--- src/rtl/node_eject.sv ---
// Ejection buffer between the network and a node's core: dest filter,
// FWFT FIFO, drop/misroute accounting and saturating status counters.
module node_eject #(
  parameter int NUMNODES = 8,
  parameter int NODE_ID  = 0,
  parameter int PKT_W    = 576,
  parameter int DEPTH    = 4
) (
  input  logic             clock,
  input  logic             reset,
  input  logic             pkt_in_valid,
  input  logic [PKT_W-1:0] pkt_in,
  output logic             out_valid,
  input  logic             out_ready,
  output logic [PKT_W-1:0] out_pkt,
  output logic             almost_full,
  output logic [15:0]      rx_count,
  output logic [15:0]      drop_count,
  output logic [15:0]      misroute_count,
  output logic             misroute_err,
  output logic [7:0]       last_src
);

  localparam int AW = $clog2(DEPTH);
  localparam logic [7:0] ID = 8'(NODE_ID);
  localparam logic [AW:0] FULL_OCC = (AW+1)'(DEPTH);
  localparam logic [AW:0] AF_OCC = (AW+1)'(DEPTH - 1);
  localparam logic [15:0] SAT = 16'hFFFF;

  if (DEPTH < 2 || (DEPTH & (DEPTH - 1)) != 0) begin : g_bad_depth
    $error("node_eject: DEPTH must be a power of two >= 2");
  end
  if (NODE_ID < 0 || NODE_ID >= NUMNODES) begin : g_bad_id
    $error("node_eject: NODE_ID out of range");
  end

  logic [PKT_W-1:0] mem [DEPTH];
  logic [AW-1:0] rd_ptr;
  logic [AW-1:0] wr_ptr;
  logic [AW:0] occ;

  logic hit;
  logic miss;
  logic full;
  logic pop;
  logic push;
  logic drop;

  assign hit  = pkt_in_valid && (pkt_in[7:0] == ID);
  assign miss = pkt_in_valid && (pkt_in[7:0] != ID);
  assign full = (occ == FULL_OCC);
  assign pop  = out_valid && out_ready;
  // A pop frees the head slot on the same edge, so a full buffer still takes the packet
  assign push = hit && (!full || pop);
  assign drop = hit && full && !pop;

  assign out_valid   = (occ != '0);
  assign almost_full = (occ >= AF_OCC);
  assign out_pkt     = mem[rd_ptr];

  always_ff @(posedge clock) begin
    if (push && !reset) begin
      mem[wr_ptr] <= pkt_in;
    end
  end

  always_ff @(posedge clock) begin
    if (reset) begin
      rd_ptr         <= '0;
      wr_ptr         <= '0;
      occ            <= '0;
      rx_count       <= '0;
      drop_count     <= '0;
      misroute_count <= '0;
      misroute_err   <= 1'b0;
      last_src       <= '0;
    end else begin
      if (push) begin
        wr_ptr   <= wr_ptr + 1'b1;
        last_src <= pkt_in[15:8];
        if (rx_count != SAT) rx_count <= rx_count + 16'd1;
      end
      if (pop) begin
        rd_ptr <= rd_ptr + 1'b1;
      end
      if (push && !pop) begin
        occ <= occ + 1'b1;
      end else if (pop && !push) begin
        occ <= occ - 1'b1;
      end
      if (drop && drop_count != SAT) begin
        drop_count <= drop_count + 16'd1;
      end
      if (miss) begin
        misroute_err <= 1'b1;
        if (misroute_count != SAT) misroute_count <= misroute_count + 16'd1;
      end
    end
  end

endmodule

--- config.mk ---
export PLATFORM = sky130hd
export DESIGN_NAME = node_eject
export DESIGN_NICKNAME = d
export VERILOG_FILES = /design/src/rtl/node_eject.sv
export SDC_FILE = /design/constraint.sdc
export NUM_CORES = 2
export LEC_CHECK = 0
export CAP_MARGIN = 10
export CORE_AREA = 2 2 467 469
export DETAILED_ROUTE_END_ITERATION = 8
export DIE_AREA = 0 0 469 471
export SYNTH_ARGS = -nofsm -noshare
export SYNTH_HDL_FRONTEND = slang
export SYNTH_SLANG_ARGS = --single-unit
--- constraint.sdc ---
create_clock -name clock -period 20 [get_ports clock]
set_clock_uncertainty 0.1 [all_clocks]
set_input_delay 4 -clock clock [delete_from_list [all_inputs] [get_ports clock]]
set_output_delay 4 -clock clock [all_outputs]
set_load 0.01 [all_outputs]
==> metrics <==
final setup vio count=0; Max-Cap Viols=0; Period Utilization, post-route=between 50% and 60%; min-delay worst type=flop to flop; Slew headroom=~17%; final instance area=around 110000 um^2; Synth Area per Inst=~25 um^2; layout cells sized above 1=20.1%; Pwr per Cell Area=101 nW/um^2; Primary FF master, synth=edfxtp_1; clock network power share=39.1%; total length of routed wires=between 200 and 250 mm; first-pass GRT wire length=~320 mm; Nets=about 5300; Clock Path Buffers=3; post-detail-place hpwl=150 mm; DRC=0; cts repair resizes=0; Internal Pwr Total=8610 uW; CTS tree=built; ys async rst share=0%; All-Layer GR Usage=20.1%; number of global-route vias before repair=42200; largest net degree at the start of global routing=around 150; Tmin final=10110 ps; Die Span Y=about 470 um; CTS Buf Count=between 200 and 250; Sw Ratio=roughly 23%; DP Worst Slack=about 10000 ps; Pleak=~0.034 uW; core area=around 220000 um^2; TNS Setup=0 ps; I/O Buffers=between 1000 and 1500; Ys Warns=0; sequential fraction of the synthesis area=between 80% and 90%; run status=finished clean; Die X-Extent=between 400 and 500 um; Post-CTS Setup Bufs=0; P&R area growth vs syn=27.2%; Die Area=between 200000 and 250000 um^2; DR vias=41300; Fin Hold WS=391 ps; top cells by area, synth=edfxtp_1, mux4_2, dfxtp_1; Setup CP Type=flop to primary output; Syn Nets=3973; Initial Util=roughly two fifths; Yosys top cell by area=edfxtp_1; Clock transition at path regs=60 ps; combinational share of power=11.7%; clock sink count=approximately 2400; Switch Pwr=approximately 2500 uW; Post-DRT Antenna Nets=0; depth of the CTS H-tree=4; FMAX=approximately 99 MHz; total global routing overflow=0; Synth Cell Area=between 80000 and 90000 um^2; Worst Tran Pin Value=about 1200 ps; Mapped Cells=3384; final RePlAce weighted congestion=0.815; initial antenna violation count=100; Clock Tree Root=clkbuf_16; share of the synthesized area in the top cell type=about 80%; crit end category=primary output; io pins=between 1000 and 1500; Critical Path AT=about 6000 ps; synth unique cells=53; average vias per placed instance=5.27; DP Area=just over 100000 um^2; Worst EP required=approximately 16000 ps; Synth Register Bits=2370; initial DRC count=roughly 3000; final hold vios=0; RSZ-0062 raised after global routing=no; wire length per cell=29.0 um; Row Count=between 150 and 200; Slew Viols, Final=0; Pwr Total=between 10000 and 15000 uW; final worst slack=around 9900 ps; CTS hold repair buffers=0; sequential power share=between 40% and 50%; startpoint types=flop; maximum VDD drop=0.0887 mV; critical path peak fanout=44; TritonRoute pass-1 iters=7; clk_lat worst skew=slightly below 900 ps; Post-synth EDFFs=~2300
worst paths after layout:
| kind | startpoint | endpoint | slack (ps) | depth (start not counted) |
|---|---|---|---|---|
| setup / recovery | flop | out_pkt[482] | 9890 | 6 |
| hold / removal | misroute_err | misroute_err | 390 | 2 |
| setup reg to reg | occ[1] | mem[1][569] | 15000 | 7 |
| hold reg to reg | misroute_err | misroute_err | 390 | 2 |
routing by layer:
metal	global-route usage, %	vias to the layer above	part of all wire [%]
li1	-	17500	-
met1	23.3	21900	36
met2	33.5	1362	50
met3	8.57	414	10
met4	6.60	118	3.2
met5	0	-	0.32
stage by stage:
step / instances / util, %
2_1_floorplan: 3384 / -
3_3_place_gp: 7351 / 47.1
3_5_place_dp: 7351 / 47.1
4_1_cts: 7797 / 50.6
5_1_grt: 7805 / 50.6
6_report: 7826 / 50.7
Yosys cell counts, types with 2 or more instances:
cell,count
dfxtp_1,66
nor2b_1,10
nor4_4,2
buf_4,2
or2_2,2
a21oi_1,34
xor2_1,4
o311ai_0,3
mux2_2,8
inv_1,9
nand2_1,16
and3_1,5
nand3_1,14
nor4bb_1,2
nor3_1,5
o41ai_1,3
and4_1,6
mux4_2,576
or4_1,24
and2_1,4
or4b_2,2
or3_1,8
o31ai_1,22
buf_2,61
mux2i_1,10
o21ai_0,11
clkbuf_1,57
nor2_1,28
nand4_1,18
buf_1,28
nor4b_1,2
ha_1,8
nor4_1,10
o211ai_1,2
edfxtp_1,2304
area by class of cell:
| type | count | area, um^2 |
|---|---|---|
| antenna | 28 | 70.1 |
| clock buffer | 280 | 6190 |
| clock inverter | 166 | 1500 |
| fill | 17100 | 107000 |
| inverter | 9 | 33.8 |
| multi-input combinational | 856 | 14900 |
| sequential | 2370 | 70500 |
| tap | 2854 | 3570 |
| timing repair buffer | 1263 | 12700 |
flip-flops by register name, summed over array words and instances, names as in the netlist, named ones only:
register and count:
rx_count 16, occ 3, misroute_err 1, drop_count 16
last_src 8, misroute_count 16, wr_ptr 2, rd_ptr 2
mem 2304
critical path: stages (launching register included):
cell and delay [ps]:
dfxtp_4 820, buf_4 690, buf_4 760, buf_4 850, buf_4 720, mux4_2 620
clkdlybuf4s50_1 510
power by group through the flow:
stage	logic, uW	clock network (uW)	registers [uW]
after floorplan	604	0	5560
after global placement	1320	0	5570
after detailed placement	1320	0	5570
after CTS	1330	4450	5470
after global routing	1370	4630	5470
final	1300	4340	5470
placed cells by master, fill, tap and decap left out, types with 9 or more instances in the layout:
cell | netlist | routed
nand3_1 | 14 | 14
clkdlybuf4s50_1 | 0 | 1213
buf_12 | 0 | 15
clkbuf_16 | 0 | 241
bufinv_16 | 0 | 19
nor2b_1 | 10 | 10
edfxtp_1 | 2304 | 2304
nand2_1 | 16 | 16
mux2i_1 | 10 | 10
nand4_1 | 18 | 18
buf_4 | 2 | 34
nor2_1 | 28 | 28
or4_1 | 24 | 24
nor4_1 | 10 | 10
mux4_2 | 576 | 576
o21ai_0 | 11 | 11
clkinv_2 | 0 | 50
clkbuf_1 | 57 | 38
diode_2 | 0 | 28
dfxtp_1 | 66 | 64
o31ai_1 | 22 | 22
a21oi_1 | 34 | 34
inv_1 | 9 | 9
clkinv_1 | 0 | 67
cell families (layout without fill, tap and decap cells):
logic type | after synthesis | after routing | share of synthesized area (%)
adder cells (fa/ha/maj) | 9 | 9 | 0.140
XOR/XNOR | 5 | 5 | 0.0509
buffers and inverters | 158 | 1718 | 0.795
multiplexers | 595 | 595 | 15.3
other | 0 | 28 | 0
AO/OA/AOI/OAI | 84 | 84 | 0.619
AND/OR/NAND/NOR | 163 | 163 | 1.17
flip-flops | 2370 | 2370 | 81.9
No activity file was read; power rests on OpenSTA's default activity.
